[config.mk]
export PLATFORM = sky130hd
export DESIGN_NAME = wrr_pop_scheduler
export DESIGN_NICKNAME = d
export VERILOG_FILES = /design/src/rtl/wrr_pop_scheduler.sv
export SDC_FILE = /design/constraint.sdc
export NUM_CORES = 1
export LEC_CHECK = 0
export BUFFER_PORTS_ARGS = -buffer_cell sky130_fd_sc_hd__buf_2
export CORE_ASPECT_RATIO = 1.1
export CORE_MARGIN = 3
export CORE_UTILIZATION = 35
export CTS_BUF_LIST = sky130_fd_sc_hd__clkbuf_8
export DETAILED_ROUTE_END_ITERATION = 10
export GPL_TIMING_DRIVEN = 0
export SLEW_MARGIN = 5
export SYNTH_ARGS = -nofsm -noshare
export SYNTH_HDL_FRONTEND = slang
export SYNTH_SLANG_ARGS = --single-unit
[constraint.sdc]
create_clock -name clk -period 3.2 [get_ports clk]
set_input_delay 0.48 -clock clk [delete_from_list [all_inputs] [get_ports clk]]
set_output_delay 0.48 -clock clk [all_outputs]
set_load 0.01 [all_outputs]
[src/rtl/wrr_pop_scheduler.sv]
// Weighted round-robin pop scheduler: drains four class FIFOs into one destination FIFO,
// giving each class weight+1 consecutive pops per turn.
module wrr_pop_scheduler #(
  parameter int unsigned DATA_WIDTH = 12
) (
  input  logic                  clk,
  input  logic                  reset,
  input  logic                  empty_0,
  input  logic                  empty_1,
  input  logic                  empty_2,
  input  logic                  empty_3,
  input  logic [DATA_WIDTH-1:0] data_in,
  input  logic [1:0]            weight_0,
  input  logic [1:0]            weight_1,
  input  logic [1:0]            weight_2,
  input  logic [1:0]            weight_3,
  input  logic                  dest_almost_full,
  output logic                  pop_0,
  output logic                  pop_1,
  output logic                  pop_2,
  output logic                  pop_3,
  output logic                  push,
  output logic [DATA_WIDTH-1:0] data_out,
  output logic [1:0]            grant_id,
  output logic                  busy
);

  typedef enum logic [0:0] {StIdle, StServe} state_e;

  state_e                state_q;
  logic [1:0]            ptr_q;
  logic [2:0]            credit_q;
  logic                  push_q;
  logic [DATA_WIDTH-1:0] data_out_q;

  logic [3:0] nonempty;
  logic [1:0] weight [4];
  logic [3:0] pop_vec;
  logic       any_ne;
  logic       any_pop;
  logic [1:0] next_ptr;
  logic [2:0] next_credit;

  // First non-empty class scanning start, start+1, ... (mod 4).
  function automatic logic [1:0] rotate(input logic [1:0] start, input logic [3:0] ne);
    logic [1:0] res;
    logic [1:0] idx;
    res = start;
    for (int i = 3; i >= 0; i--) begin
      idx = start + 2'(i);
      if (ne[idx]) res = idx;
    end
    return res;
  endfunction

  assign nonempty    = ~{empty_3, empty_2, empty_1, empty_0};
  assign weight[0]   = weight_0;
  assign weight[1]   = weight_1;
  assign weight[2]   = weight_2;
  assign weight[3]   = weight_3;
  assign any_ne      = |nonempty;
  assign next_ptr    = rotate(ptr_q + 2'd1, nonempty);
  assign next_credit = {1'b0, weight[next_ptr]} + 3'd1;

  always_comb begin
    pop_vec = '0;
    if (state_q == StServe && nonempty[ptr_q] && !dest_almost_full && credit_q != 3'd0 &&
        !reset) begin
      pop_vec[ptr_q] = 1'b1;
    end
  end

  assign any_pop  = |pop_vec;
  assign pop_0    = pop_vec[0];
  assign pop_1    = pop_vec[1];
  assign pop_2    = pop_vec[2];
  assign pop_3    = pop_vec[3];
  assign push     = push_q;
  assign data_out = data_out_q;
  assign grant_id = ptr_q;
  assign busy     = (state_q == StServe);

  always_ff @(posedge clk) begin
    if (reset) begin
      state_q    <= StIdle;
      ptr_q      <= 2'd3;
      credit_q   <= 3'd0;
      push_q     <= 1'b0;
      data_out_q <= '0;
    end else begin
      push_q <= any_pop;
      if (any_pop) data_out_q <= data_in;
      unique case (state_q)
        StIdle: begin
          if (any_ne && !dest_almost_full) begin
            state_q  <= StServe;
            ptr_q    <= next_ptr;
            credit_q <= next_credit;
          end
        end
        StServe: begin
          if (!dest_almost_full) begin
            if (any_pop && credit_q > 3'd1) begin
              credit_q <= credit_q - 3'd1;
            end else if (any_ne) begin
              // Last credit spent or head class ran dry: hand over to the next class.
              ptr_q    <= next_ptr;
              credit_q <= next_credit;
            end else begin
              state_q <= StIdle;
            end
          end
        end
        default: state_q <= StIdle;
      endcase
    end
  end

endmodule
==> results of run 1 <==
[logic make-up (layout without fill, tap and decap cells)]
group	count (synthesis)	count (layout)
and+or+nand+nor	38	38
AOI/OAI and AO/OA	20	20
muxes	16	16
adders and majority gates	8	8
buffers and inverters	8	58
DFF	19	19
[what timing repair did]
action,CTS,global route
setup buffers,1,0
pin swaps,1,0
endpoints found under the setup margin,1,1
resized for setup,0,2
[path summary, 6_finish.rpt]
path,endpoint,slack (ps),cells past startpoint
min reg2reg,data_out[4],490,2
max,credit_q[2],360,11
min,data_out[7],470,3
max reg2reg,credit_q[2],360,11
[synthesized netlist by cell type (all sizes together)]
cell	n	share of area (%)
a311o	1	0.95
mux2	1	1.1
nand2	5	1.8
nor2	17	6.0
nor4	2	2.6
a222oi	1	0.95
ha	8	9.5
o21ai	8	3.8
nor2b	4	2.4
inv	4	1.4
a41oi	1	0.83
nand2b	1	0.59
clkbuf	2	0.71
and2	4	2.4
a211oi	1	0.71
buf	2	0.95
nand3	1	0.47
o2bb2ai	1	0.83
nor3	1	0.47
mux2i	12	11
o211ai	1	2.0
nand3b	2	1.4
a21oi	4	1.9
dfxtp	19	36
a22oi	1	0.71
o21ba	1	0.95
mux4	3	6.4
or3b	1	0.83
[state kept, by name (all words and copies together), names as in the netlist]
name      count
data_out     12
credit_q      3
grant_id      2
busy          1
push          1
[routing by layer]
metal  vias to the layer above  wire [um]
met5                         -          0
li1                        485          -
met1                       457        940
met4                         0          0
met3                         0        159
met2                        25       1180
[worst max-delay path: stages (launching register included)]
cell and delay [ps]:
dfxtp_2 410, inv_1 140, ha_4 310, nor2b_1 120, o21ai_0 80, a222oi_1 240
buf_4 190, mux4_2 510, ha_1 210, mux2_1 290, a22oi_1 180, nor2_1 50
[through the flow]
step           worst slack (ps)  area, um^2  hold slack (ps)  setup TNS [ps]
2_1_floorplan               193        1060              478               0
3_3_place_gp              -11.5        1320              469           -11.5
3_5_place_dp              -37.8        1320              477           -37.8
4_1_cts                     120        1380              467               0
5_1_grt                    74.7        1390              492               0
6_report                    355        1390              469               0
[area by class of cell]
class                   count  area [um^2]  area share [%]
well taps                  33         41.3            2.97
multi-input cells          82          656            47.2
inverters                   4         15.0            1.08
clock buffers               3         41.3            2.97
plain buffers               4         17.5            1.26
clock inverters             1         3.75           0.270
flip-flops and latches     19          382            27.5
repair buffers             46          233            16.8
[power by group]
part	leakage (nW)	internal [mW]	switching, mW
registers	0.154	0.247	0.0100
clock network	0.0269	0.0851	0.0734
logic	0.450	0.0708	0.0702
total	0.631	0.403	0.154
==> results.json, run 1 <==
{
  "status": "completed",
  "cap_violations": 0,
  "rsz0062_at_grt": "no",
  "ioPinCount": 47,
  "timing.rr.start": "grant_id[0]",
  "post-route-min-period_ps": 2840,
  "hold_start": "data_in[7]",
  "first_iter_violations": 19,
  "cts_buffers": 3,
  "drc": 0,
  "synth-adder-area-share_pct": 9.48,
  "insertion_delay_ps": 250,
  "routed_via_density": 5.04,
  "antenna_found_initial": 0,
  "critical_path.max_fanout": 7,
  "slew_headroom_pct": 66.9,
  "synthXorXnorAreaFrac_pct": 0,
  "post-route-util_pct": 49.1,
  "cp.required_ps": 3330,
  "synth-seq-cells": 19,
  "initial_core_util_pct": 37.3,
  "fp.dieH_um": 63.6,
  "htree_levels": 1,
  "synth_nets": 144,
  "wire_per_inst_um": 11.8,
  "grt_start_max_net_pins": 11,
  "setup.worst_path.start": "grant_id[0]",
  "finalNetCount": 195,
  "die-area_um2": 3710,
  "routed_wl_um": 2280,
  "ys_seq_area_share_pct": 36.0,
  "core_area_um2": 2830,
  "met1_usage_pct": 15.9,
  "yosys_warnings": 0,
  "fin_skew_ps": 4.37,
  "synth-simple-area-share_pct": 19.0,
  "ys_types": 30,
  "root_buffer": "clkbuf_8",
  "p_leak_nw": 0.631,
  "cts_tree": "done",
  "area_delta_synth_final_pct": 31.5,
  "rows": 20,
  "finalSetupViolCount": 0,
  "cp-end-kind": "register",
  "fill_cells": 280,
  "die_w_um": 58.4,
  "period_share_pct": 88.9,
  "synth_compound_area_share_pct": 13.6,
  "grtUsageTotal_pct": 13.3,
  "synthMuxAreaShare_pct": 18.8,
  "cp.arrival_ps": 2980,
  "peakVddDrop_v": 0.000438,
  "syn_area_um2": 1060,
  "drt_first_pass_iters": 5,
  "via_count": 967,
  "hold_violations": 0,
  "fmax_ghz": 0.352,
  "max_slew.worst_pin.slew_ps": 492,
  "hpwl_um": 1800,
  "clockBufferDepth": 2,
  "hp-class": "in -> reg",
  "grt_use_met2_pct": 23.5,
  "synth_top_family_by_area": "simple AND/OR/NAND/NOR gates",
  "finalMaxSlewViolations": 0,
  "drive_gt1_share_pct": 36.5,
  "syn_inst": 109,
  "use_met3_pct": 4.51,
  "crit_type": "reg -> reg",
  "grt_pass1_vias": 905,
  "fin_total_pwr_uw": 556,
  "portBuffers": 45,
  "hold_buffers": 0,
  "grt_pass1_wl_um": 3900,
  "diodes": 0,
  "fin_cells": 192,
  "ant_nets": 0,
  "busiest_layer": "met2",
  "postSynthAreaPerCell_um2": 9.69,
  "path_clk_slew_ps": 70,
  "overflow": 0,
  "clock-sinks": 19,
  "start_kind": "register",
  "layout_commonest_cell": "buf_2",
  "final_cell_mix": "buf_2 (47), dfxtp_1 (18), nor2_1 (17)",
  "power_density_nw_per_um2": 401,
  "place.gp.congestion": 0.691,
  "placed_cells": 187
}
Power figures use the tool's default switching activity.
==> inputs of run 2 (changes only) <==
Settings changed: CORE_ASPECT_RATIO 1.1 to default.
==> run 2 against run 1 <==
  * Worst hold slack got worse by 7.1 ps
  * Combinational power about the same
  * Non-clock buffer count unchanged
  * Via count increased by 0.21%
  * Sequential share of layout area increased by 0.11 points
  * Clock skew decreased by 1.6 ps
  * Total power decreased by 0.13%
  * Sequential power about the same
  * Critical path type unchanged
  * Largest power group unchanged
==> results.json, run 2 (synthesized netlist as in run 1, its figures left out) <==
{
  "status": "completed",
  "reg2reg_slack_ps": 330,
  "drt_first_pass_iters": 4,
  "area_delta_synth_final_pct": 31.4,
  "pre_cts_ws_ps": -69.4,
  "layout_commonest_cell": "buf_2",
  "cts_tree": "done",
  "htree_levels": 1,
  "hold_violations": 0,
  "cp-end-kind": "register",
  "routed_wl_um": 2330,
  "die-area_um2": 3710,
  "routed-wl-met3_um": 130,
  "ioPinCount": 47,
  "power_density_nw_per_um2": 400,
  "rsz0062_at_grt": "no",
  "portBuffers": 45,
  "core_area_um2": 2810,
  "fill_cells": 278,
  "drc": 0,
  "rows": 19,
  "overflow": 0,
  "routed_via_density": 5.10,
  "diodes": 0,
  "slew_headroom_pct": 66.7,
  "cts_buffers": 3,
  "antenna_found_initial": 0,
  "peakVddDrop_v": 0.000273,
  "hold_slack_ps": 462,
  "via_count": 969,
  "finalInstanceArea_um2": 1390,
  "drive_gt1_share_pct": 37.1,
  "multi_input_area_um2": 656,
  "critical_path.max_fanout": 7,
  "cp.required_ps": 3330,
  "period_share_pct": 89.6,
  "hold_buffers": 0,
  "top_layer": "met4",
  "fmax_ghz": 0.349,
  "die_w_um": 60.9,
  "finalSetupViolCount": 0,
  "crit_type": "reg -> reg",
  "whs_path_depth": 3,
  "path_clk_slew_ps": 60,
  "max_slew.worst_pin.slew_ps": 496,
  "place_area_um2": 1320,
  "grt_pass1_wl_um": 3620,
  "grt_start_max_net_pins": 11,
  "initial_core_util_pct": 37.6,
  "dr_wl_met2_um": 1190,
  "cp.arrival_ps": 3000,
  "r2r_end": "credit_q[2]",
  "largest_reg_flops": 12,
  "fp.dieH_um": 60.9,
  "ff_latch_area_um2": 383,
  "grtUsageTotal_pct": 13.3,
  "hold_start": "data_in[4]",
  "p_leak_nw": 0.631,
  "ant_nets": 0,
  "finalNetCount": 195,
  "timing.rr.start": "grant_id[0]",
  "final_cell_mix": "buf_2 (47), nor2_1 (17), dfxtp_1 (17)",
  "hp-class": "in -> reg",
  "hpwl_um": 1850,
  "drt-met1-wl_um": 983,
  "clockBufferDepth": 2,
  "insertion_delay_ps": 250,
  "root_buffer": "clkbuf_8",
  "clock-sinks": 19,
  "finalMaxSlewViolations": 0,
  "post-route-min-period_ps": 2870,
  "cap_violations": 0,
  "fin_total_pwr_uw": 556,
  "first_iter_violations": 27,
  "fin_ws_ps": 333,
  "grt_pass1_vias": 837,
  "r2r_cells": 11,
  "start_kind": "register",
  "wire_per_inst_um": 12.3,
  "fin_skew_ps": 2.78,
  "holdPathEnd": "data_out[4]",
  "place.gp.congestion": 0.653
}
==> run 2: cell count changes in the layout (fill, tap and decap cells not counted) <==
cell	previous run	this run
dfxtp_1	18	17
dfxtp_2	1	2
==> run 2: critical path, stage by stage (launching register included) <==
cell      delay [ps]
dfxtp_2          400
inv_1            140
ha_4             320
nor2b_1          120
o21ai_0           70
a222oi_1         230
buf_4            200
mux4_2           510
ha_1             200
mux2_1           290
a22oi_1          200
nor2_1            50
==> run 2: how the worst max path moves through the flow <==
stage | startpoint | end | depth (start not counted)
after floorplan | grant_id[0] | credit_q[2] | 9
after global placement | grant_id[0] | credit_q[2] | 9
after detailed placement | grant_id[0] | credit_q[2] | 10
after CTS | grant_id[0] | credit_q[2] | 11
after global routing | grant_id[0] | credit_q[2] | 11
final | grant_id[0] | credit_q[2] | 11
==> run 2: through the flow <==
stage,setup TNS (ps),util (%),cells
after global routing,0,49.5,190
after global placement,-17.3,47.1,185
after CTS,0,48.9,190
final,0,49.5,190
after floorplan,0,-,109
after detailed placement,-69.4,47.1,185
==> run 2: area by class of cell <==
class                      instances  share of cell area (%)
multi-input combinational         82                    47.2
sequential                        19                    27.6
timing repair buffer              46                    16.8
clock buffer                       3                    2.98
tap                               31                    2.80
buffer                             4                    1.26
inverter                           4                    1.08
clock inverter                     1                   0.271
==> run 2: metal layers <==
metal	global-route usage, %	up-vias
li1	-	487
met3	4.47	4
met1	15.7	454
met4	4.64	0
met2	22.3	24
met5	0	-
==> run 2: timing repair <==
| item | in CTS | in global routing |
|---|---|---|
| hold endpoints to repair | 0 | 0 |
| endpoints found under the setup margin | 1 | 1 |
| pin swaps | 1 | 0 |
| gates resized for setup | 0 | 3 |
| setup buffers | 1 | 0 |
==> run 2: power breakdown <==
group,internal [mW],switching [mW]
Combinational,0.0707,0.0712
Clock,0.0851,0.0712
Sequential,0.247,0.0103
Total,0.403,0.153
